File: src/rtl/rank_sort_pkg.sv
`default_nettype none
// ============================================================================
// Module      : rank_sort_pkg
// Description : Shared types and helpers for the rank sort engine: FSM state
//               encoding, sort-mode encodings and the compare-block count.
// Revision    : 1.0 - initial release
// ============================================================================
package rank_sort_pkg;

    typedef enum logic [1:0] {
        IDLE    = 2'd0,
        SORT    = 2'd1,
        SCATTER = 2'd2,
        DONE    = 2'd3
    } state_e;

    localparam logic ASCEND  = 1'b0;
    localparam logic DESCEND = 1'b1;

    // Number of inner compare blocks per row: ceil(dn / lanes).
    function automatic int calc_blocks(input int dn, input int lanes);
        return (dn + lanes - 1) / lanes;
    endfunction

endpackage
`default_nettype wire

File: src/rtl/rank_sort_engine_if.sv
`default_nettype none
// ============================================================================
// Module      : rank_sort_engine_if
// Description : Run-request / result bundle of the rank sort engine.
//               master = requester side, slave = engine side.
// Revision    : 1.0 - initial release
// ============================================================================
interface rank_sort_engine_if #(
    parameter int DN = 8,
    parameter int DW = 8
);
    localparam int DN_WIDTH = $clog2(DN);

    logic                   start;
    logic                   descend;
    logic [DW*DN-1:0]       data_in;
    logic                   busy;
    logic                   done;
    logic [DN_WIDTH*DN-1:0] rank_out;
    logic [DW*DN-1:0]       data_sorted;

    modport master (
        output start, descend, data_in,
        input  busy, done, rank_out, data_sorted
    );

    modport slave (
        input  start, descend, data_in,
        output busy, done, rank_out, data_sorted
    );

endinterface
`default_nettype wire

File: src/rtl/rank_cmp_lane.sv
`default_nettype none
// ============================================================================
// Module      : rank_cmp_lane
// Description : One pairwise compare lane. Returns 1 when element j must be
//               placed before element i in the selected order; equal values
//               fall back to index order so the ranks stay a permutation.
// Revision    : 1.0 - initial release
// ============================================================================
module rank_cmp_lane
    import rank_sort_pkg::*;
#(
    parameter int DW = 8,
    parameter int IW = 3
) (
    input  wire logic [DW-1:0] d_i,
    input  wire logic [DW-1:0] d_j,
    input  wire logic [IW-1:0] idx_i,
    input  wire logic [IW-1:0] idx_j,
    input  wire logic          valid,
    input  wire logic          descend,
    output logic               contrib
);

    logic w_less;
    logic w_more;
    logic w_tie;

    assign w_less = (d_j < d_i);
    assign w_more = (d_j > d_i);
    assign w_tie  = (d_j == d_i) && (idx_j < idx_i);

    // Masked lanes and the self-compare never contribute.
    assign contrib = valid && (idx_j != idx_i) &&
                     (((descend == DESCEND) ? w_more : w_less) || w_tie);

endmodule
`default_nettype wire

File: src/rtl/rank_sort_engine.sv
`default_nettype none
// ============================================================================
// Module      : rank_sort_engine
// Description : Multi-lane counting (rank) sort. Compares element i against
//               LANES elements per cycle, accumulates stable ranks, then
//               scatters the words into sorted order and pulses done.
//               Optional feature macro: RANK_SORT_DATA_OUT_EN builds the
//               SCATTER stage and the data_sorted register; without it
//               data_sorted is tied to 0 and ranks publish straight from SORT.
// Revision    : 1.0 - initial release
// ============================================================================
module rank_sort_engine
    import rank_sort_pkg::*;
#(
    parameter int DN    = 8,
    parameter int DW    = 8,
    parameter int LANES = 2
) (
    input  wire logic         clk,
    input  wire logic         rst,
    rank_sort_engine_if.slave bus
);

    localparam int DN_WIDTH = $clog2(DN);
    localparam int c_BLOCKS = calc_blocks(DN, LANES);
    localparam int c_JB_W   = (c_BLOCKS > 1) ? $clog2(c_BLOCKS) : 1;
    localparam int c_J_W    = $clog2(c_BLOCKS * LANES) + 1;
    localparam int c_SUM_W  = $clog2(LANES + 1);

    localparam logic [1:0] c_ST_IDLE    = IDLE;
    localparam logic [1:0] c_ST_SORT    = SORT;
    localparam logic [1:0] c_ST_SCATTER = SCATTER;
    localparam logic [1:0] c_ST_DONE    = DONE;

    logic [1:0]             r_state;
    logic [DN_WIDTH-1:0]    r_i;
    logic [c_JB_W-1:0]      r_jb;
    logic                   r_desc;
    logic [DW*DN-1:0]       r_data;
    logic [DN_WIDTH-1:0]    r_rank [DN];
    logic [DN_WIDTH*DN-1:0] r_rank_out;

    logic [DW-1:0]          w_d_i;
    logic [LANES-1:0]       w_hit;
    logic [c_SUM_W-1:0]     w_sum;
    logic                   w_in_sort;
    logic [DN_WIDTH-1:0]    w_rank_nxt [DN];
    logic [DN_WIDTH*DN-1:0] w_rank_flat;

    assign w_d_i     = r_data[r_i*DW +: DW];
    assign w_in_sort = (r_state == c_ST_SORT);

    // Lane l compares element i against element j = jb*LANES + l.
    for (genvar l = 0; l < LANES; l++) begin : g_lane
        logic [c_J_W-1:0]    w_j;
        logic                w_valid;
        logic [DN_WIDTH-1:0] w_idx_j;
        logic [DW-1:0]       w_d_j;

        assign w_j     = c_J_W'(r_jb) * c_J_W'(LANES) + c_J_W'(l);
        assign w_valid = (w_j < c_J_W'(DN));
        assign w_idx_j = w_valid ? w_j[DN_WIDTH-1:0] : '0;
        assign w_d_j   = r_data[w_idx_j*DW +: DW];

        rank_cmp_lane #(
            .DW (DW),
            .IW (DN_WIDTH)
        ) u_lane (
            .d_i     (w_d_i),
            .d_j     (w_d_j),
            .idx_i   (r_i),
            .idx_j   (w_idx_j),
            .valid   (w_valid),
            .descend (r_desc),
            .contrib (w_hit[l])
        );
    end

    // Population count of the lane contributions for this cycle.
    always_comb begin
        w_sum = '0;
        for (int l = 0; l < LANES; l++) begin
            w_sum = w_sum + c_SUM_W'(w_hit[l]);
        end
    end

    // Next accumulator values; row i only moves while sorting. Also flattened
    // so the final SORT edge can publish ranks including its own contribution.
    always_comb begin
        for (int k = 0; k < DN; k++) begin
            w_rank_nxt[k] = r_rank[k];
        end
        if (w_in_sort) begin
            w_rank_nxt[r_i] = r_rank[r_i] + DN_WIDTH'(w_sum);
        end
        w_rank_flat = '0;
        for (int k = 0; k < DN; k++) begin
            w_rank_flat[k*DN_WIDTH +: DN_WIDTH] = w_rank_nxt[k];
        end
    end

    // Control FSM, i/jb counters, rank accumulators and published ranks.
    always_ff @(posedge clk) begin
        if (rst) begin
            r_state    <= c_ST_IDLE;
            r_i        <= '0;
            r_jb       <= '0;
            r_desc     <= 1'b0;
            r_data     <= '0;
            r_rank_out <= '0;
            for (int k = 0; k < DN; k++) begin
                r_rank[k] <= '0;
            end
        end else begin
            case (r_state)
                c_ST_IDLE: begin
                    if (bus.start) begin
                        r_data  <= bus.data_in;
                        r_desc  <= bus.descend;
                        r_i     <= '0;
                        r_jb    <= '0;
                        r_state <= c_ST_SORT;
                        for (int k = 0; k < DN; k++) begin
                            r_rank[k] <= '0;
                        end
                    end
                end
                c_ST_SORT: begin
                    for (int k = 0; k < DN; k++) begin
                        r_rank[k] <= w_rank_nxt[k];
                    end
                    if (r_jb == c_JB_W'(c_BLOCKS - 1)) begin
                        r_jb <= '0;
                        if (r_i == DN_WIDTH'(DN - 1)) begin
`ifdef RANK_SORT_DATA_OUT_EN
                            r_state <= c_ST_SCATTER;
`else
                            r_rank_out <= w_rank_flat;
                            r_state    <= c_ST_DONE;
`endif
                        end else begin
                            r_i <= r_i + 1'b1;
                        end
                    end else begin
                        r_jb <= r_jb + 1'b1;
                    end
                end
                c_ST_SCATTER: begin
                    r_rank_out <= w_rank_flat;
                    r_state    <= c_ST_DONE;
                end
                c_ST_DONE: begin
                    r_state <= c_ST_IDLE;
                end
                default: begin
                    r_state <= c_ST_IDLE;
                end
            endcase
        end
    end

`ifdef RANK_SORT_DATA_OUT_EN
    logic [DW*DN-1:0] r_sorted;

    // Scatter every element to its rank position in one shot; ranks form a
    // permutation, so every slot is rewritten and nothing is left stale.
    always_ff @(posedge clk) begin
        if (rst) begin
            r_sorted <= '0;
        end else if (r_state == c_ST_SCATTER) begin
            for (int k = 0; k < DN; k++) begin
                r_sorted[r_rank[k]*DW +: DW] <= r_data[k*DW +: DW];
            end
        end
    end

    assign bus.data_sorted = r_sorted;
`else
    assign bus.data_sorted = '0;
`endif

    assign bus.busy     = (r_state != c_ST_IDLE);
    assign bus.done     = (r_state == c_ST_DONE);
    assign bus.rank_out = r_rank_out;

endmodule
`default_nettype wire

File: src/flat_wrapper.sv
// flat-port wrapper written by rule: the top's interface ports become plain ports
module rank_sort_engine_flat import rank_sort_pkg::*;
#(
    parameter int DN    = 8,
    parameter int DW    = 8,
    parameter int LANES = 2
)
  (clk, rst, bus_start, bus_descend, bus_data_in, bus_busy, bus_done, bus_rank_out, bus_data_sorted);
  rank_sort_engine_if #(.DN(DN), .DW(DW)) bus_i ();
  input  wire logic clk;
  input  wire logic rst;
  input wire logic [$bits(bus_i.start)-1:0] bus_start;
  input wire logic [$bits(bus_i.descend)-1:0] bus_descend;
  input wire logic [$bits(bus_i.data_in)-1:0] bus_data_in;
  output wire logic [$bits(bus_i.busy)-1:0] bus_busy;
  output wire logic [$bits(bus_i.done)-1:0] bus_done;
  output wire logic [$bits(bus_i.rank_out)-1:0] bus_rank_out;
  output wire logic [$bits(bus_i.data_sorted)-1:0] bus_data_sorted;
  assign bus_i.start = bus_start;
  assign bus_i.descend = bus_descend;
  assign bus_i.data_in = bus_data_in;
  assign bus_busy = bus_i.busy;
  assign bus_done = bus_i.done;
  assign bus_rank_out = bus_i.rank_out;
  assign bus_data_sorted = bus_i.data_sorted;
  rank_sort_engine #(.DN(DN), .DW(DW), .LANES(LANES)) u_core (.clk(clk), .rst(rst), .bus(bus_i));
endmodule
File: config.mk
export PLATFORM = sky130hd
export DESIGN_NAME = rank_sort_engine_flat
export DESIGN_NICKNAME = d
export VERILOG_FILES = /design/src/rtl/rank_sort_pkg.sv /design/src/rtl/rank_sort_engine_if.sv /design/src/rtl/rank_cmp_lane.sv /design/src/rtl/rank_sort_engine.sv /design/src/flat_wrapper.sv
export SDC_FILE = /design/constraint.sdc
export NUM_CORES = 1
export LEC_CHECK = 0
export CAP_MARGIN = 40
export CORE_MARGIN = 2
export CORE_UTILIZATION = 51
export DETAILED_ROUTE_END_ITERATION = 7
export PLACE_DENSITY = 0.93
export RECOVER_POWER = 100
export SLEW_MARGIN = 15
export SYNTH_ARGS = -nofsm -noshare
export SYNTH_HDL_FRONTEND = slang
export SYNTH_SLANG_ARGS = --single-unit
File: constraint.sdc
create_clock -name clk -period 4.4 [get_ports clk]
set_input_delay 0.88 -clock clk [delete_from_list [all_inputs] [get_ports clk]]
set_output_delay 0.88 -clock clk [all_outputs]
set_load 0.005 [all_outputs]
## Word-level counts from Yosys, hierarchy flattened

Memories as Yosys holds them, arrays and structs flattened. A register that Yosys moved wholly into a read port is not among the register bits.
Index checks and enable logic that the tools add are counted.
Widths: inputs -> output; s select.

- Memory bits (writable): 24
- Register bits: 96
- Output and inout bits: 90
- Word-level logic and storage cells: 122
- Memories: 1
- Input port bits: 68

- Bitwise operators: 17
- Muxes and demuxes: 49
- Equal/unequal tests: 13
- Reduce and logical (&&, ||, !) cells: 18
- Add/subtract/negate cells: 5
- Magnitude comparators: 10
- Shift-type cells: 3

Memories:

| memory | depth | bits a word | rd ports | clocked after memory_dff | wr ports | RTL line | RTL |
|---|---|---|---|---|---|---|---|
| u_core.r_rank | 8 | 3 | 9 | 1 | 8 | rank_sort_engine.sv:40 | `logic [DN_WIDTH-1:0] r_rank [DN];` |

Operators with widths:

| operator | count |
|---|---|
| $shiftx 64x7->8 | 3 |
| $mux 24 | 3 |
| $mux 3 | 24 |
| $pmux 24 s2 | 1 |
| $bwmux 24 | 1 |
| $eq 8x8->1 | 2 |
| $gt 8x8->1 | 2 |
| $lt 8x8->1 | 2 |
| $or 1x1->1 | 16 |
| $mux 1 | 11 |
| $mux 2 | 5 |
| $demux 3 s3 | 1 |
| $ne 2x2->1 const B | 4 |
| $pmux 2 s4 | 1 |
| $logic_and 1x1->1 | 7 |
| $eq 2x2->1 const B | 3 |
| $lt 3x3->1 | 2 |
| $ne 3x3->1 | 2 |
| $pmux 3 s2 | 1 |
| $reduce_and 3->1 | 2 |
| $reduce_bool 2->1 | 3 |
| $add 3x1->4 const B | 1 |
| $ge 4x4->1 const B | 1 |
| $lt 3x4->1 const B | 1 |
| 14 further kinds | 16 |

## Longest topological paths before layout

Gate-level depths: netlist of run 1.

- Word-level depth: 15
- Gate-level depth with buffers: 19
- Mapped depth without buffers: 17

## Hierarchy

A second synthesis of run 1 with hierarchy kept.

- Cell total of the unflattened synthesis: 816
- Area total of the unflattened synthesis: 7,144.4 um2

By module, submodules not included:

| module | cells each | instances | area an instance (um2) | sequential area each (um2) |
|---|---|---|---|---|
| rank_sort_engine | 728 | 1 | 6,538.8 | 2,672.6 |
| rank_cmp_lane | 44 | 2 | 302.8 | 0.0 |

## Worst setup path after synthesis of run 1

No wires, ideal clock.

- Path type: reg-to-reg
- Start: register u_core.r_jb[0]
- End: memory u_core.r_rank[4][1] (netlist bit) (data pin)
- Arrival time: 3.618 ns
- Path buffers: 3
- Stages on the path, launching flop included: 15
- Period minus slack after synthesis: 3.884 ns
- Required time: 4.134 ns
- Slack: 0.516 ns
- Library setup time: 0.266 ns
- Path through: dfxtp_1 -> buf_2 -> clkbuf_1 -> mux4_2 -> ha_1 -> nand4_1 -> or2_2 -> a211oi_1 -> o32ai_1 -> fa_1 -> inv_1 -> ha_1 -> clkbuf_1 -> mux2i_1 -> nor2_1

RTL lines:

| item | RTL line | RTL |
|---|---|---|
| start, declared | rank_sort_engine.sv:37 | `logic [c_JB_W-1:0] r_jb;` |
| start signal, assigned | rank_sort_engine.sv:145 | `r_jb <= r_jb + 1'b1;` |
| end, declared | rank_sort_engine.sv:40 |  |

## Worst setup path after layout of run 1

- Start: register u_core.r_jb[0]
- End: register u_core.r_rank_out[0] (netlist: u_core.bus.rank_out[0])

- Longest elaborated chain between the ends: 15
- Elaborated cells between the ends (all ways): 37
- Classes of those cells: add/sub (3); order compare (8); eq/ne (6); shift (2); mux (9); reduce/logical (9)

RTL lines:

| item | RTL line | RTL |
|---|---|---|
| $add 3x1->4 | rank_sort_engine.sv:60 | `assign w_j = c_J_W'(r_jb) * c_J_W'(LANES) + c_J_W'(l);` |
| $lt 4x4->1 | rank_sort_engine.sv:61 | `assign w_valid = (w_j < c_J_W'(DN));` |
| $mux 3 | rank_sort_engine.sv:62 | `assign w_idx_j = w_valid ? w_j[DN_WIDTH-1:0] : '0;` |
| $shiftx 64x7->8 | rank_sort_engine.sv:63 | `assign w_d_j = r_data[w_idx_j*DW +: DW];` |
| $lt 8x8->1, or another cell as far along | rank_cmp_lane.sv:28 | `assign w_less = (d_j < d_i);` |
| $mux 1 or $logic_and 1x1->1 (tied branches) | rank_cmp_lane.sv:34, rank_cmp_lane.sv:30 |  |
| $logic_or 1x1->1 | rank_cmp_lane.sv:34 | `(((descend == DESCEND) ? w_more : w_less) \|\| w_tie);` |
| $logic_and 1x1->1 | rank_cmp_lane.sv:33 | `assign contrib = valid && (idx_j != idx_i) &&` |
| $add 1x1->2 | rank_sort_engine.sv:83 | `w_sum = w_sum + c_SUM_W'(w_hit[l]);` |
| $add 3x2->3 | rank_sort_engine.sv:94 | `w_rank_nxt[r_i] = r_rank[r_i] + DN_WIDTH'(w_sum);` |
| $bwmux 24 | rank_sort_engine.sv:94 |  |
| $mux 24 | rank_sort_engine.sv:93 | `if (w_in_sort) begin` |
| $mux 24 | rank_sort_engine.sv:134 | `if (r_i == DN_WIDTH'(DN - 1)) begin` |
| $mux 24 | rank_sort_engine.sv:132 | `if (r_jb == c_JB_W'(c_BLOCKS - 1)) begin` |
| $pmux 24 s2 | rank_sort_engine.sv:115 | `case (r_state)` |
| end signal, assigned | rank_sort_engine.sv:138 | `r_rank_out <= w_rank_flat;` |
| end signal, assigned | rank_sort_engine.sv:149 | `r_rank_out <= w_rank_flat;` |
| end, declared | rank_sort_engine.sv:41 | `logic [DN_WIDTH*DN-1:0] r_rank_out;` |

Parallel ways exist; a longest one is shown, timed or not. The select of a mux whose other input is x is not followed.
A chain may end at the register's enable or synchronous reset.

==> metrics.txt, run 1 <==
# TYPE chip_impl_metric gauge
chip_impl_metric{name="route.vias.total",unit=""} 5762
chip_impl_metric{name="postSynth.asyncResetShare",unit="%"} 0
chip_impl_metric{name="timing.fmax",unit="GHz"} 0.2379
chip_impl_metric{name="finalSetupViolCount",unit=""} 0
chip_impl_metric{name="synthSimpleGateAreaFrac",unit="%"} 15.91
chip_impl_metric{name="share_of_final_layout_standard_cells_stronger_than_drive_strength_1",unit="%"} 8.454
chip_impl_info{name="critPathLaunchType",value="flip-flop"} 1
chip_impl_metric{name="clock_tree.htree_level_count",unit=""} 4
chip_impl_metric{name="synth_xor_area_share",unit="%"} 0.2441
chip_impl_metric{name="grt_start_max_net_pins",unit=""} 49
chip_impl_metric{name="layout.cells.non_filler",unit=""} 1000
chip_impl_metric{name="antenna_violations_before_repair",unit=""} 0
chip_impl_metric{name="vias_per_cell",unit=""} 5.762
chip_impl_metric{name="overflow",unit=""} 0
chip_impl_metric{name="postCtsResizedCells",unit=""} 0
chip_impl_metric{name="post_synth_inst_count",unit=""} 743
chip_impl_metric{name="placement_rows",unit=""} 41
chip_impl_metric{name="synth_seq_cells",unit=""} 123
chip_impl_metric{name="path_buf_inv",unit=""} 3
chip_impl_metric{name="power.ir.vdd_worst",unit="V"} 0.0003525
chip_impl_metric{name="gp_congestion",unit=""} 0.9591
chip_impl_info{name="holdCritPathClass",value="reg2reg"} 1
chip_impl_metric{name="cts.hold.buffers_added",unit=""} 0
chip_impl_metric{name="critical_path.max_stage_delay",unit="ns"} 0.65
chip_impl_info{name="grt_setup_unrepaired",value="no"} 1
chip_impl_metric{name="post-route-cell-area",unit="um^2"} 8110
chip_impl_metric{name="placement.cell_area",unit="um^2"} 7476
chip_impl_info{name="path_cells",value="buf_4 > mux4_2 > ha_1 > nor2b_1 > o211ai_1 > a21o_1 > nand4b_1 > nor3b_1 > fa_1 > inv_1 > mux2i_1 > inv_1 > mux2i_1 > nor2_1"} 1
chip_impl_metric{name="maxSlewViolCount",unit=""} 26
chip_impl_metric{name="yosys.cell_types.count",unit=""} 45
chip_impl_metric{name="cap_viol_max_count",unit=""} 1
chip_impl_metric{name="drtPass1Iterations",unit=""} 8
chip_impl_info{name="synthFlopType",value="sky130_fd_sc_hd__dfxtp_1"} 1
chip_impl_metric{name="clk_pin_slew",unit="ns"} 0.06
chip_impl_metric{name="setup_tns",unit="ns"} 0
chip_impl_metric{name="worst_pin_slew",unit="ns"} 1.588
chip_impl_metric{name="design.die.area",unit="um^2"} 13990
chip_impl_metric{name="synth.yosys.warnings",unit=""} 0
chip_impl_metric{name="leakagePower",unit="nW"} 3.206
chip_impl_info{name="failed_checks",value="capacitance limit, slew limit"} 1
chip_impl_metric{name="final.fill_count",unit=""} 953
chip_impl_metric{name="remaining_drc_errors",unit=""} 0
chip_impl_metric{name="io_pins",unit=""} 158
chip_impl_metric{name="critical_path.max_fanout",unit=""} 12
chip_impl_metric{name="fin_nets",unit=""} 910
chip_impl_metric{name="ctsLongestPathBuffers",unit=""} 2
chip_impl_info{name="critical_path.slowest_cell",value="sky130_fd_sc_hd__dfxtp_1"} 1
chip_impl_metric{name="synth.mux.area_fraction",unit="%"} 15.59
chip_impl_metric{name="worst_slew_margin_rel",unit="%"} -6.246
chip_impl_metric{name="design_power_total",unit="mW"} 4.424
chip_impl_metric{name="hold_violations",unit=""} 0
chip_impl_metric{name="detailedPlacementHpwl",unit="mm"} 12.37
chip_impl_metric{name="post_synthesis_adder_cell_area_fraction",unit="%"} 5.183
chip_impl_metric{name="initial_utilization",unit="%"} 52.58
chip_impl_metric{name="synthesis.area",unit="um^2"} 6663
chip_impl_metric{name="synth_seq_area_share",unit="%"} 40.11
chip_impl_metric{name="fin_crit_sh",unit="%"} 95.54
chip_impl_metric{name="setup_slack",unit="ns"} 0.1960
chip_impl_metric{name="synth-edff-count",unit=""} 21
chip_impl_metric{name="tritoncts_num_sinks",unit=""} 123
chip_impl_metric{name="first_global_vias",unit=""} 5526
chip_impl_info{name="crit_family",value="multiplexers"} 1
chip_impl_info{name="endpoint_kind",value="flip-flop"} 1
chip_impl_metric{name="grt_pass1_wl",unit="mm"} 28.32
chip_impl_info{name="run_status",value="finished, violations left"} 1
chip_impl_metric{name="skew",unit="ns"} 0.007681
chip_impl_metric{name="area_growth",unit="%"} 21.73
chip_impl_metric{name="cp_data_arrival_time",unit="ns"} 4.48
chip_impl_metric{name="r2r_setup_slack",unit="ns"} 0.20
chip_impl_metric{name="required_time_of_the_critical_path",unit="ns"} 4.67
chip_impl_metric{name="cts_inserted_buffers",unit=""} 17
chip_impl_info{name="dominant_combinational_cell_family_by_area_after_synthesis",value="simple AND/OR/NAND/NOR gates"} 1
chip_impl_metric{name="compound_gate_portion_of_the_synthesized_area",unit="%"} 12.13
chip_impl_metric{name="finalWirelength",unit="mm"} 17.95
chip_impl_metric{name="avgRoutedWirePerCell",unit="um"} 17.95
chip_impl_metric{name="initialDrtViolationCount",unit=""} 877
chip_impl_metric{name="post_synth.cell_area_avg",unit="um^2"} 8.967
chip_impl_metric{name="final_antenna_net_count",unit=""} 0
chip_impl_info{name="critical_path_class",value="reg2reg"} 1
chip_impl_metric{name="grt_usage",unit="%"} 25.65
chip_impl_metric{name="cts_post_setup_buffers_inserted",unit=""} 0
chip_impl_metric{name="die_height",unit="um"} 118.3
chip_impl_metric{name="fin_crit",unit="ns"} 4.204
chip_impl_info{name="tritoncts",value="yes"} 1
chip_impl_metric{name="p_per_area",unit="nW/um^2"} 545.5
chip_impl_metric{name="die_w",unit="um"} 118.3
chip_impl_metric{name="io_buffer_count",unit=""} 93
chip_impl_metric{name="placedCellCount",unit=""} 968
chip_impl_metric{name="design.core.area",unit="um^2"} 12670
chip_impl_metric{name="detailedPlace.worstSlack",unit="ns"} 0.4530
chip_impl_metric{name="worstSkewPairLatency",unit="ns"} 0.42
chip_impl_metric{name="antennaDiodeCount",unit=""} 0
chip_impl_info{name="root_buffer",value="sky130_fd_sc_hd__clkbuf_16"} 1
==> per-layer routing <==
metal | wire, um | part of all wire [%] | global-route usage (%)
met3 | 2070 | 12 | 8.060
met2 | 8446 | 47 | 41.33
met1 | 6694 | 37 | 31.23
met4 | 734 | 4.1 | 11.97
met5 | 0 | 0 | 0
==> Yosys cell counts, types with 5 or more instances <==
cell | number | area, um^2
sky130_fd_sc_hd__a211oi_1 | 18 | 135.1
sky130_fd_sc_hd__a21oi_1 | 94 | 470.5
sky130_fd_sc_hd__o21ai_1 | 8 | 40.04
sky130_fd_sc_hd__dfxtp_1 | 102 | 2042
sky130_fd_sc_hd__mux2i_1 | 45 | 450.4
sky130_fd_sc_hd__nor2b_1 | 6 | 37.54
sky130_fd_sc_hd__mux4_1 | 6 | 157.7
sky130_fd_sc_hd__buf_4 | 64 | 480.5
sky130_fd_sc_hd__nor2_1 | 62 | 232.7
sky130_fd_sc_hd__clkbuf_1 | 39 | 146.4
sky130_fd_sc_hd__nand2_1 | 148 | 555.5
sky130_fd_sc_hd__mux4_2 | 18 | 405.4
sky130_fd_sc_hd__nor3_1 | 6 | 30.03
sky130_fd_sc_hd__nand4_1 | 6 | 37.54
sky130_fd_sc_hd__buf_1 | 5 | 18.77
sky130_fd_sc_hd__ha_1 | 26 | 325.3
sky130_fd_sc_hd__nand3_1 | 6 | 30.03
sky130_fd_sc_hd__o22ai_1 | 5 | 31.28
sky130_fd_sc_hd__nand2b_1 | 6 | 37.54
sky130_fd_sc_hd__edfxtp_1 | 21 | 630.6
sky130_fd_sc_hd__inv_1 | 10 | 37.54
sky130_fd_sc_hd__o21ai_0 | 8 | 40.04
==> report_power, final <==
part | total [mW] | internal (mW) | switching, mW
combinational | 1.39 | 0.593 | 0.794
sequential | 1.55 | 1.37 | 0.180
clock | 1.49 | 0.948 | 0.542
==> worst register-to-register path: stages (launching register included) <==
cell and delay, ns:
sky130_fd_sc_hd__dfxtp_1 0.65, sky130_fd_sc_hd__buf_4 0.32, sky130_fd_sc_hd__mux4_2 0.54, sky130_fd_sc_hd__ha_1 0.30, sky130_fd_sc_hd__nor2b_1 0.14, sky130_fd_sc_hd__o211ai_1 0.23
sky130_fd_sc_hd__a21o_1 0.18, sky130_fd_sc_hd__nand4b_1 0.09, sky130_fd_sc_hd__nor3b_1 0.17, sky130_fd_sc_hd__fa_1 0.63, sky130_fd_sc_hd__inv_1 0.13, sky130_fd_sc_hd__mux2i_1 0.25
sky130_fd_sc_hd__inv_1 0.09, sky130_fd_sc_hd__mux2i_1 0.21, sky130_fd_sc_hd__nor2_1 0.12
==> stage by stage <==
stage	utilization, %	hold slack (ns)
2_1_floorplan	-	0.4430
3_3_place_gp	58.84	0.4555
3_5_place_dp	59.00	0.4446
4_1_cts	64.09	0.4526
5_1_grt	64.01	0.4843
6_report	64.01	0.4504
==> flip-flops by register name, indices dropped and copies added, names as in the netlist, named ones only <==
name	cells
u_core.r_data	64
u_core.r_jb	2
u_core.bus.rank_out	24
u_core.r_desc	1
u_core.r_rank	24
u_core.r_i	3
u_core.r_state	2
==> cells in the final DEF (no fill, tap or decap), types with 3 or more instances in the layout <==
cell / netlist / routed
sky130_fd_sc_hd__a211oi_1: 18 / 18
sky130_fd_sc_hd__a21oi_1: 94 / 94
sky130_fd_sc_hd__and3_1: 3 / 3
sky130_fd_sc_hd__buf_4: 64 / 7
sky130_fd_sc_hd__clkbuf_16: 0 / 21
sky130_fd_sc_hd__clkdlybuf4s50_1: 0 / 65
sky130_fd_sc_hd__conb_1: 1 / 64
sky130_fd_sc_hd__dfxtp_1: 102 / 102
sky130_fd_sc_hd__dlygate4sd3_1: 0 / 27
sky130_fd_sc_hd__edfxtp_1: 21 / 21
sky130_fd_sc_hd__ha_1: 26 / 26
sky130_fd_sc_hd__inv_1: 10 / 10
sky130_fd_sc_hd__mux2i_1: 45 / 45
sky130_fd_sc_hd__mux4_1: 6 / 6
sky130_fd_sc_hd__mux4_2: 18 / 18
sky130_fd_sc_hd__nand2_1: 148 / 147
sky130_fd_sc_hd__nand2b_1: 6 / 6
sky130_fd_sc_hd__nand3_1: 6 / 6
sky130_fd_sc_hd__nand4_1: 6 / 6
sky130_fd_sc_hd__nor2_1: 62 / 62
sky130_fd_sc_hd__nor2b_1: 6 / 5
sky130_fd_sc_hd__nor3_1: 6 / 6
sky130_fd_sc_hd__o21ai_0: 8 / 15
sky130_fd_sc_hd__o22ai_1: 5 / 5
sky130_fd_sc_hd__or3_1: 3 / 3
==> cell families (layout without fill, tap and decap cells) <==
family	after synthesis	in the layout
simple gates	252	252
compound gates	144	144
buf+inv	124	146
flops	123	123
mux	71	71
fa+ha+maj	27	27
other cells	1	64
xor+xnor	1	1
==> path summary, 6_finish.rpt <==
path,endpoint,from,depth (start not counted)
max,u_core.bus.rank_out[0],u_core.r_jb[0],14
min,u_core.bus.rank_out[23],u_core.bus.rank_out[23],2
max reg2reg,u_core.bus.rank_out[0],u_core.r_jb[0],14
min reg2reg,u_core.bus.rank_out[23],u_core.bus.rank_out[23],2
==> area by class of cell <==
type	count	area, um^2	share of cell area (%)
Multi-Input combinational cell	559	3513	43.32
Sequential cell	123	2673	32.95
Timing Repair Buffer	103	1023	12.62
Clock buffer	23	553.0	6.819
Tap cell	172	215.2	2.653
Clock inverter	9	91.34	1.126
Inverter	11	41.29	0.5091
(Power assumes the default switching activity.)
==> inputs of run 2 (changes only) <==
GPL_TIMING_DRIVEN = 0   (was unset)
PLACE_DENSITY = 0.8   (was 0.93)
==> run 2 against run 1 <==
  * The run now ends clean
  * Clock power increased by 4%
  * Worst hold slack got worse by 0.011 ns
  * Count of clock-buffer cells in the layout is 1 lower
  * Worst setup slack got worse by 0.040 ns
  * Sequential power is essentially flat
  * Fmax shrank 0.95%
  * Routed wire length rose by 1.2%
  * Largest cell class unchanged
  * Largest power group is now clock
==> metrics.txt, run 2 (same netlist as run 1, synthesis figures left out) <==
# TYPE chip_impl_metric gauge
chip_impl_metric{name="cap_viol_max_count",unit=""} 0
chip_impl_metric{name="hold_violations",unit=""} 0
chip_impl_metric{name="overflow",unit=""} 0
chip_impl_metric{name="power.ir.vdd_worst",unit="V"} 0.0002770
chip_impl_metric{name="required_time_of_the_critical_path",unit="ns"} 4.56
chip_impl_metric{name="ctsLongestPathBuffers",unit=""} 2
chip_impl_metric{name="io_pins",unit=""} 158
chip_impl_metric{name="design_power_total",unit="mW"} 4.578
chip_impl_metric{name="skew",unit="ns"} 0.009685
chip_impl_metric{name="p_per_area",unit="nW/um^2"} 519.7
chip_impl_metric{name="area_growth",unit="%"} 32.23
chip_impl_metric{name="fin_crit_sh",unit="%"} 96.46
chip_impl_metric{name="antenna_violations_before_repair",unit=""} 0
chip_impl_metric{name="cts_post_setup_buffers_inserted",unit=""} 0
chip_impl_metric{name="grt_start_max_net_pins",unit=""} 17
chip_impl_metric{name="final_core_utilization",unit="%"} 69.53
chip_impl_metric{name="grt_pass1_wl",unit="mm"} 28.34
chip_impl_metric{name="tritoncts_num_sinks",unit=""} 123
chip_impl_info{name="run_status",value="finished clean"} 1
chip_impl_info{name="most-common-layout-cells",value="sky130_fd_sc_hd__nand2_1, sky130_fd_sc_hd__dfxtp_1, sky130_fd_sc_hd__a21oi_1"} 1
chip_impl_metric{name="avgRoutedWirePerCell",unit="um"} 16.50
chip_impl_metric{name="share_of_final_layout_standard_cells_stronger_than_drive_strength_1",unit="%"} 15.50
chip_impl_metric{name="worst_slew_margin_rel",unit="%"} 49.08
chip_impl_metric{name="cp_data_arrival_time",unit="ns"} 4.41
chip_impl_info{name="endpoint_kind",value="flip-flop"} 1
chip_impl_metric{name="cts.hold.buffers_added",unit=""} 0
chip_impl_metric{name="worstSkewPairLatency",unit="ns"} 0.43
chip_impl_metric{name="fin_nets",unit=""} 1011
chip_impl_metric{name="clk_pin_slew",unit="ns"} 0.06
chip_impl_metric{name="placement_rows",unit=""} 41
chip_impl_metric{name="initial_utilization",unit="%"} 52.58
chip_impl_metric{name="worst_pin_slew",unit="ns"} 0.7610
chip_impl_info{name="tritoncts",value="yes"} 1
chip_impl_metric{name="timing.fmax",unit="GHz"} 0.2356
chip_impl_metric{name="maxSlewViolCount",unit=""} 0
chip_impl_metric{name="drtPass1Iterations",unit=""} 5
chip_impl_metric{name="clock_tree.htree_level_count",unit=""} 4
chip_impl_metric{name="io_buffer_count",unit=""} 93
chip_impl_metric{name="largest_reg_flops",unit=""} 64
chip_impl_metric{name="final.fill_count",unit=""} 962
chip_impl_metric{name="grt_usage",unit="%"} 26.14
chip_impl_metric{name="finalWirelength",unit="mm"} 18.16
chip_impl_metric{name="route.vias.total",unit=""} 5785
chip_impl_metric{name="leakagePower",unit="nW"} 3.616
chip_impl_info{name="critical_path_class",value="reg2reg"} 1
chip_impl_metric{name="holdWs",unit="ns"} 0.4394
chip_impl_metric{name="cts_inserted_buffers",unit=""} 17
chip_impl_metric{name="design.core.area",unit="um^2"} 12670
chip_impl_info{name="critPathLaunchType",value="flip-flop"} 1
chip_impl_metric{name="initialDrtViolationCount",unit=""} 535
chip_impl_metric{name="die_w",unit="um"} 118.3
chip_impl_metric{name="detailedPlacementHpwl",unit="mm"} 13.48
chip_impl_metric{name="design.die.area",unit="um^2"} 13990
chip_impl_metric{name="vias_per_cell",unit=""} 5.254
chip_impl_metric{name="antennaDiodeCount",unit=""} 0
chip_impl_info{name="holdCritPathClass",value="reg2reg"} 1
chip_impl_metric{name="placement.cell_area",unit="um^2"} 8045
chip_impl_info{name="registers.top_by_ff_count",value="u_core.r_data"} 1
chip_impl_metric{name="remaining_drc_errors",unit=""} 0
chip_impl_metric{name="final_antenna_net_count",unit=""} 0
chip_impl_metric{name="finalSetupViolCount",unit=""} 0
chip_impl_metric{name="fin_crit",unit="ns"} 4.244
chip_impl_metric{name="die_height",unit="um"} 118.3
chip_impl_metric{name="postCtsResizedCells",unit=""} 12
chip_impl_info{name="grt_setup_unrepaired",value="no"} 1
chip_impl_metric{name="first_global_vias",unit=""} 5423
chip_impl_metric{name="critical_path.max_fanout",unit=""} 10
chip_impl_info{name="root_buffer",value="sky130_fd_sc_hd__clkbuf_16"} 1
chip_impl_metric{name="gp_congestion",unit=""} 0.9437
chip_impl_info{name="layout.cells.most_common",value="sky130_fd_sc_hd__nand2_1"} 1
chip_impl_metric{name="post-route-cell-area",unit="um^2"} 8810
-- run 2: cell types whose count changed in the layout (fill, tap and decap cells not counted), sizes merged --
cell | before | now
buf | 10 | 71
clkinvlp | 2 | 0
dlygate4sd3 | 27 | 28
clkinv | 3 | 4
bufinv | 1 | 3
clkbuf | 24 | 62
-- run 2: final timing paths --
path	startpoint	endpoint	slack, ns	depth (start not counted)
setup / recovery	u_core.r_jb[0]	u_core.r_rank[1][1]	0.16	13
hold / removal	u_core.bus.rank_out[8]	u_core.bus.rank_out[8]	0.44	2
hold reg to reg	u_core.bus.rank_out[8]	u_core.bus.rank_out[8]	0.44	2
setup reg to reg	u_core.r_jb[0]	u_core.r_rank[1][1]	0.16	13
-- run 2: metrics by stage --
step | worst slack [ns] | instances | TNS [ns]
after floorplan | 0.5160 | 806 | 0
after global placement | -0.3245 | 1071 | -5.927
after detailed placement | -0.3233 | 1071 | -5.723
after CTS | 0.01208 | 1103 | 0
after global routing | 0.004631 | 1101 | 0
final | 0.1557 | 1101 | 0
-- run 2: power breakdown --
| group | switching (mW) | leakage, nW | total (mW) | internal [mW] |
|---|---|---|---|---|
| Sequential | 0.153 | 1.07 | 1.52 | 1.37 |
| Clock | 0.525 | 0.333 | 1.55 | 1.03 |
| Combinational | 0.848 | 2.22 | 1.51 | 0.658 |
-- run 2: area by class of cell --
cell class | count | area [um^2] | share of cell area, %
clock inverters | 10 | 145.1 | 1.647
multi-input cells | 559 | 3582 | 40.66
inverters | 11 | 41.29 | 0.4687
well taps | 172 | 215.2 | 2.443
flip-flops and latches | 123 | 2673 | 30.34
clock buffers | 22 | 528.0 | 5.993
repair buffers | 93 | 930.9 | 10.57
plain buffers | 111 | 694.4 | 7.882
-- run 2: metal layers --
layer	wire length (um)	vias to the layer above	global-route usage, %
li1	-	2812	-
met1	7382	2622	32.65
met2	8567	306	42.67
met3	1585	45	6.902
met4	627	0	11.14
met5	0	-	0
-- run 2: worst max-delay path: stages (launching register included) --
cell                       delay [ns]
sky130_fd_sc_hd__dfxtp_1         0.38
sky130_fd_sc_hd__clkbuf_4        0.28
sky130_fd_sc_hd__clkbuf_4        0.29
sky130_fd_sc_hd__mux4_2          0.56
sky130_fd_sc_hd__ha_1            0.32
sky130_fd_sc_hd__nand4_1         0.15
sky130_fd_sc_hd__or2_2           0.35
sky130_fd_sc_hd__a211oi_2        0.26
sky130_fd_sc_hd__o32ai_4         0.16
sky130_fd_sc_hd__fa_1            0.45
sky130_fd_sc_hd__inv_1           0.07
sky130_fd_sc_hd__ha_2            0.34
sky130_fd_sc_hd__mux2i_1         0.29
sky130_fd_sc_hd__nor2_1          0.06
==> inputs of run 3 (changes only) <==
CORE_UTILIZATION = 52   (was 51)
CTS_BUF_LIST = sky130_fd_sc_hd__clkbuf_4 sky130_fd_sc_hd__clkbuf_8   (was unset)
PLACE_DENSITY = 0.81   (was 0.8)
==> run 3 against run 2 <==
  * First-iteration DRC count down 30%
  * Power down 15%
  * Clock power decreased by 43%
  * Register-to-register slack improved by 0.07 ns
  * Cell count about the same
  * Flip-flop and latch count stayed put
  * Fmax is 1.7% higher
  * Worst setup slack improved by 0.072 ns
  * Final area shrank 3.9%
  * Die area fell by 1.9%
  * Sequential share of layout area increased by 1.2 points
==> metrics.txt, run 3 (same netlist as run 1, synthesis figures left out) <==
# TYPE chip_impl_metric gauge
chip_impl_metric{name="largest_reg_flops",unit=""} 64
chip_impl_metric{name="finalWirelength",unit="mm"} 18.09
chip_impl_metric{name="avgRoutedWirePerCell",unit="um"} 16.41
chip_impl_metric{name="hold_violations",unit=""} 0
chip_impl_info{name="holdCritPathClass",value="reg2reg"} 1
chip_impl_info{name="most-common-layout-cells",value="sky130_fd_sc_hd__nand2_1, sky130_fd_sc_hd__dfxtp_1, sky130_fd_sc_hd__a21oi_1"} 1
chip_impl_metric{name="remaining_drc_errors",unit=""} 0
chip_impl_metric{name="share_of_final_layout_standard_cells_stronger_than_drive_strength_1",unit="%"} 14.52
chip_impl_metric{name="clk_pin_slew",unit="ns"} 0.07
chip_impl_metric{name="fin_crit",unit="ns"} 4.172
chip_impl_metric{name="route.vias.total",unit=""} 5790
chip_impl_info{name="reg2reg_from",value="u_core.r_i[0]"} 1
chip_impl_metric{name="die_height",unit="um"} 117.2
chip_impl_metric{name="tritoncts_num_sinks",unit=""} 123
chip_impl_metric{name="leakagePower",unit="nW"} 3.445
chip_impl_info{name="holdCritStartpoint",value="u_core.bus.rank_out[5]"} 1
chip_impl_metric{name="sequentialPowerShare",unit="%"} 39.2
chip_impl_metric{name="fin_nets",unit=""} 1012
chip_impl_metric{name="io_buffer_count",unit=""} 93
chip_impl_metric{name="placement_rows",unit=""} 41
chip_impl_metric{name="final_core_utilization",unit="%"} 67.38
chip_impl_metric{name="worst-r2r-cell-count",unit=""} 17
chip_impl_metric{name="detailedPlacementHpwl",unit="mm"} 13.81
chip_impl_metric{name="detailedPlace.worstSlack",unit="ns"} -0.2467
chip_impl_metric{name="power.switching_fraction",unit="%"} 36.43
chip_impl_info{name="critPathLaunchType",value="flip-flop"} 1
chip_impl_info{name="registers.top_by_ff_count",value="u_core.r_data"} 1
chip_impl_metric{name="power_switching",unit="mW"} 1.413
chip_impl_metric{name="initial_utilization",unit="%"} 53.01
chip_impl_metric{name="gp_congestion",unit=""} 0.9733
chip_impl_metric{name="vias_per_cell",unit=""} 5.254
chip_impl_info{name="run_status",value="finished clean"} 1
chip_impl_info{name="root_buffer",value="sky130_fd_sc_hd__clkbuf_8"} 1
chip_impl_metric{name="grt_start_max_net_pins",unit=""} 17
chip_impl_metric{name="maxSlewViolCount",unit=""} 0
chip_impl_metric{name="cts_post_setup_buffers_inserted",unit=""} 0
chip_impl_metric{name="overflow",unit=""} 0
chip_impl_metric{name="clock_tree.htree_level_count",unit=""} 4
chip_impl_metric{name="holdWs",unit="ns"} 0.4464
chip_impl_metric{name="cts_inserted_buffers",unit=""} 17
chip_impl_metric{name="io_pins",unit=""} 158
chip_impl_metric{name="design.die.area",unit="um^2"} 13730
chip_impl_metric{name="skew",unit="ns"} 0.01607
chip_impl_metric{name="grt_pass1_wl",unit="mm"} 28.19
chip_impl_metric{name="r2r_setup_slack",unit="ns"} 0.23
chip_impl_info{name="r2r_end",value="u_core.r_rank[1][1]"} 1
chip_impl_metric{name="p_per_area",unit="nW/um^2"} 457.9
chip_impl_info{name="layout.cells.most_common",value="sky130_fd_sc_hd__nand2_1"} 1
chip_impl_metric{name="post-route-cell-area",unit="um^2"} 8468
chip_impl_metric{name="die_w",unit="um"} 117.2
chip_impl_metric{name="design.core.area",unit="um^2"} 12570
chip_impl_metric{name="antennaDiodeCount",unit=""} 0
chip_impl_metric{name="power.ir.vdd_worst",unit="V"} 0.0003347
chip_impl_metric{name="critical_path.max_fanout",unit=""} 10
chip_impl_info{name="worst_hold_endpoint",value="u_core.bus.rank_out[5]"} 1
chip_impl_metric{name="cp_data_arrival_time",unit="ns"} 4.36
chip_impl_metric{name="drtPass1Iterations",unit=""} 5
chip_impl_metric{name="power.share.clock",unit="%"} 22.7
chip_impl_metric{name="antenna_violations_before_repair",unit=""} 0
chip_impl_metric{name="fin_crit_sh",unit="%"} 94.82
chip_impl_metric{name="placement.cell_area",unit="um^2"} 8053
chip_impl_metric{name="worst_pin_slew",unit="ns"} 0.7626
chip_impl_metric{name="area_growth",unit="%"} 27.10
chip_impl_metric{name="grt_usage",unit="%"} 27.49
chip_impl_info{name="tritoncts",value="yes"} 1
chip_impl_metric{name="initialDrtViolationCount",unit=""} 377
chip_impl_metric{name="required_time_of_the_critical_path",unit="ns"} 4.59
chip_impl_metric{name="hold-path-cell-count",unit=""} 2
chip_impl_info{name="endpoint_kind",value="flip-flop"} 1
chip_impl_metric{name="cellInternalPower",unit="mW"} 2.465
chip_impl_metric{name="worst_slew_margin_rel",unit="%"} 49.03
chip_impl_metric{name="cap_viol_max_count",unit=""} 0
chip_impl_metric{name="first_global_vias",unit=""} 5526
chip_impl_metric{name="timing.fmax",unit="GHz"} 0.2397
chip_impl_metric{name="worstSkewPairLatency",unit="ns"} 0.46
chip_impl_metric{name="final_antenna_net_count",unit=""} 0
chip_impl_info{name="critical_path_class",value="reg2reg"} 1
chip_impl_metric{name="finalSetupViolCount",unit=""} 0
chip_impl_metric{name="ctsLongestPathBuffers",unit=""} 2
chip_impl_metric{name="power_frac_comb",unit="%"} 38.0
chip_impl_metric{name="setup_slack",unit="ns"} 0.2279
## run 3: through the flow
stage | std cells | power (mW) | TNS, ns
floorplan | 806 | 2.445 | 0
global placement | 1071 | 2.944 | -3.937
detailed placement | 1072 | 2.979 | -3.656
CTS | 1103 | 3.856 | 0
global route | 1102 | 4.115 | -0.01542
finish | 1102 | 3.878 | 0
## run 3: per-layer routing
| layer | global-route usage (%) | part of all wire (%) | vias up |
|---|---|---|---|
| met5 | 0 | 0 | - |
| met4 | 12.78 | 4.1 | 0 |
| met3 | 7.415 | 7.8 | 60 |
| met2 | 45.17 | 47 | 277 |
| met1 | 33.77 | 41 | 2641 |
| li1 | - | - | 2812 |
## run 3: what timing repair did
action	4_1_cts	5_1_grt
resized for setup	10	20
endpoints found under the setup margin	39	43
hold endpoints to repair	0	0
hold buffers	0	0
## run 3: worst max path at each step
| stage | slack [ns] | cells after the start | start | endpoint |
|---|---|---|---|---|
| after floorplan | 0.52 | 14 | u_core.r_jb[0] | u_core.r_rank[4][1] |
| after global placement | -0.24 | 17 | u_core.r_i[1] | u_core.r_rank[5][1] |
| after detailed placement | -0.25 | 14 | u_core.r_jb[0] | u_core.r_rank[5][1] |
| after CTS | 0.06 | 17 | u_core.r_i[0] | u_core.r_rank[4][1] |
| after global routing | -0.02 | 14 | u_core.r_jb[0] | u_core.bus.rank_out[0] |
| final | 0.23 | 17 | u_core.r_i[0] | u_core.r_rank[1][1] |
## run 3: final cells by class
cell class,instances,area (um^2)
Inverter,11,41.29
Tap cell,172,215.2
Timing Repair Buffer,94,934.6
Multi-Input combinational cell,559,3575
Clock inverter,12,81.33
Buffer,111,691.9
Sequential cell,123,2673
Clock buffer,20,256.5
Fill cell,1062,4100
## run 3: power groups by stage
stage               Combinational (mW)  Clock, mW  Sequential (mW)
CTS                               1.46      0.884             1.51
floorplan                        0.958          0             1.49
global route                      1.64      0.938             1.54
detailed placement                1.44          0             1.54
finish                            1.48      0.880             1.52
global placement                  1.42          0             1.53
## run 3: critical path, cell delays in order (launching register included)
cell and delay (ns):
sky130_fd_sc_hd__dfxtp_1 0.37, sky130_fd_sc_hd__clkbuf_4 0.24, sky130_fd_sc_hd__buf_4 0.25, sky130_fd_sc_hd__buf_4 0.25
sky130_fd_sc_hd__mux2i_1 0.20, sky130_fd_sc_hd__o22ai_1 0.11, sky130_fd_sc_hd__a21oi_2 0.18, sky130_fd_sc_hd__ha_1 0.27
sky130_fd_sc_hd__nor2b_1 0.13, sky130_fd_sc_hd__o211ai_1 0.17, sky130_fd_sc_hd__a21oi_1 0.11, sky130_fd_sc_hd__o211a_1 0.23
sky130_fd_sc_hd__o32ai_1 0.37, sky130_fd_sc_hd__fa_1 0.26, sky130_fd_sc_hd__inv_1 0.05, sky130_fd_sc_hd__ha_2 0.35
sky130_fd_sc_hd__mux2i_1 0.29, sky130_fd_sc_hd__nor2_1 0.07
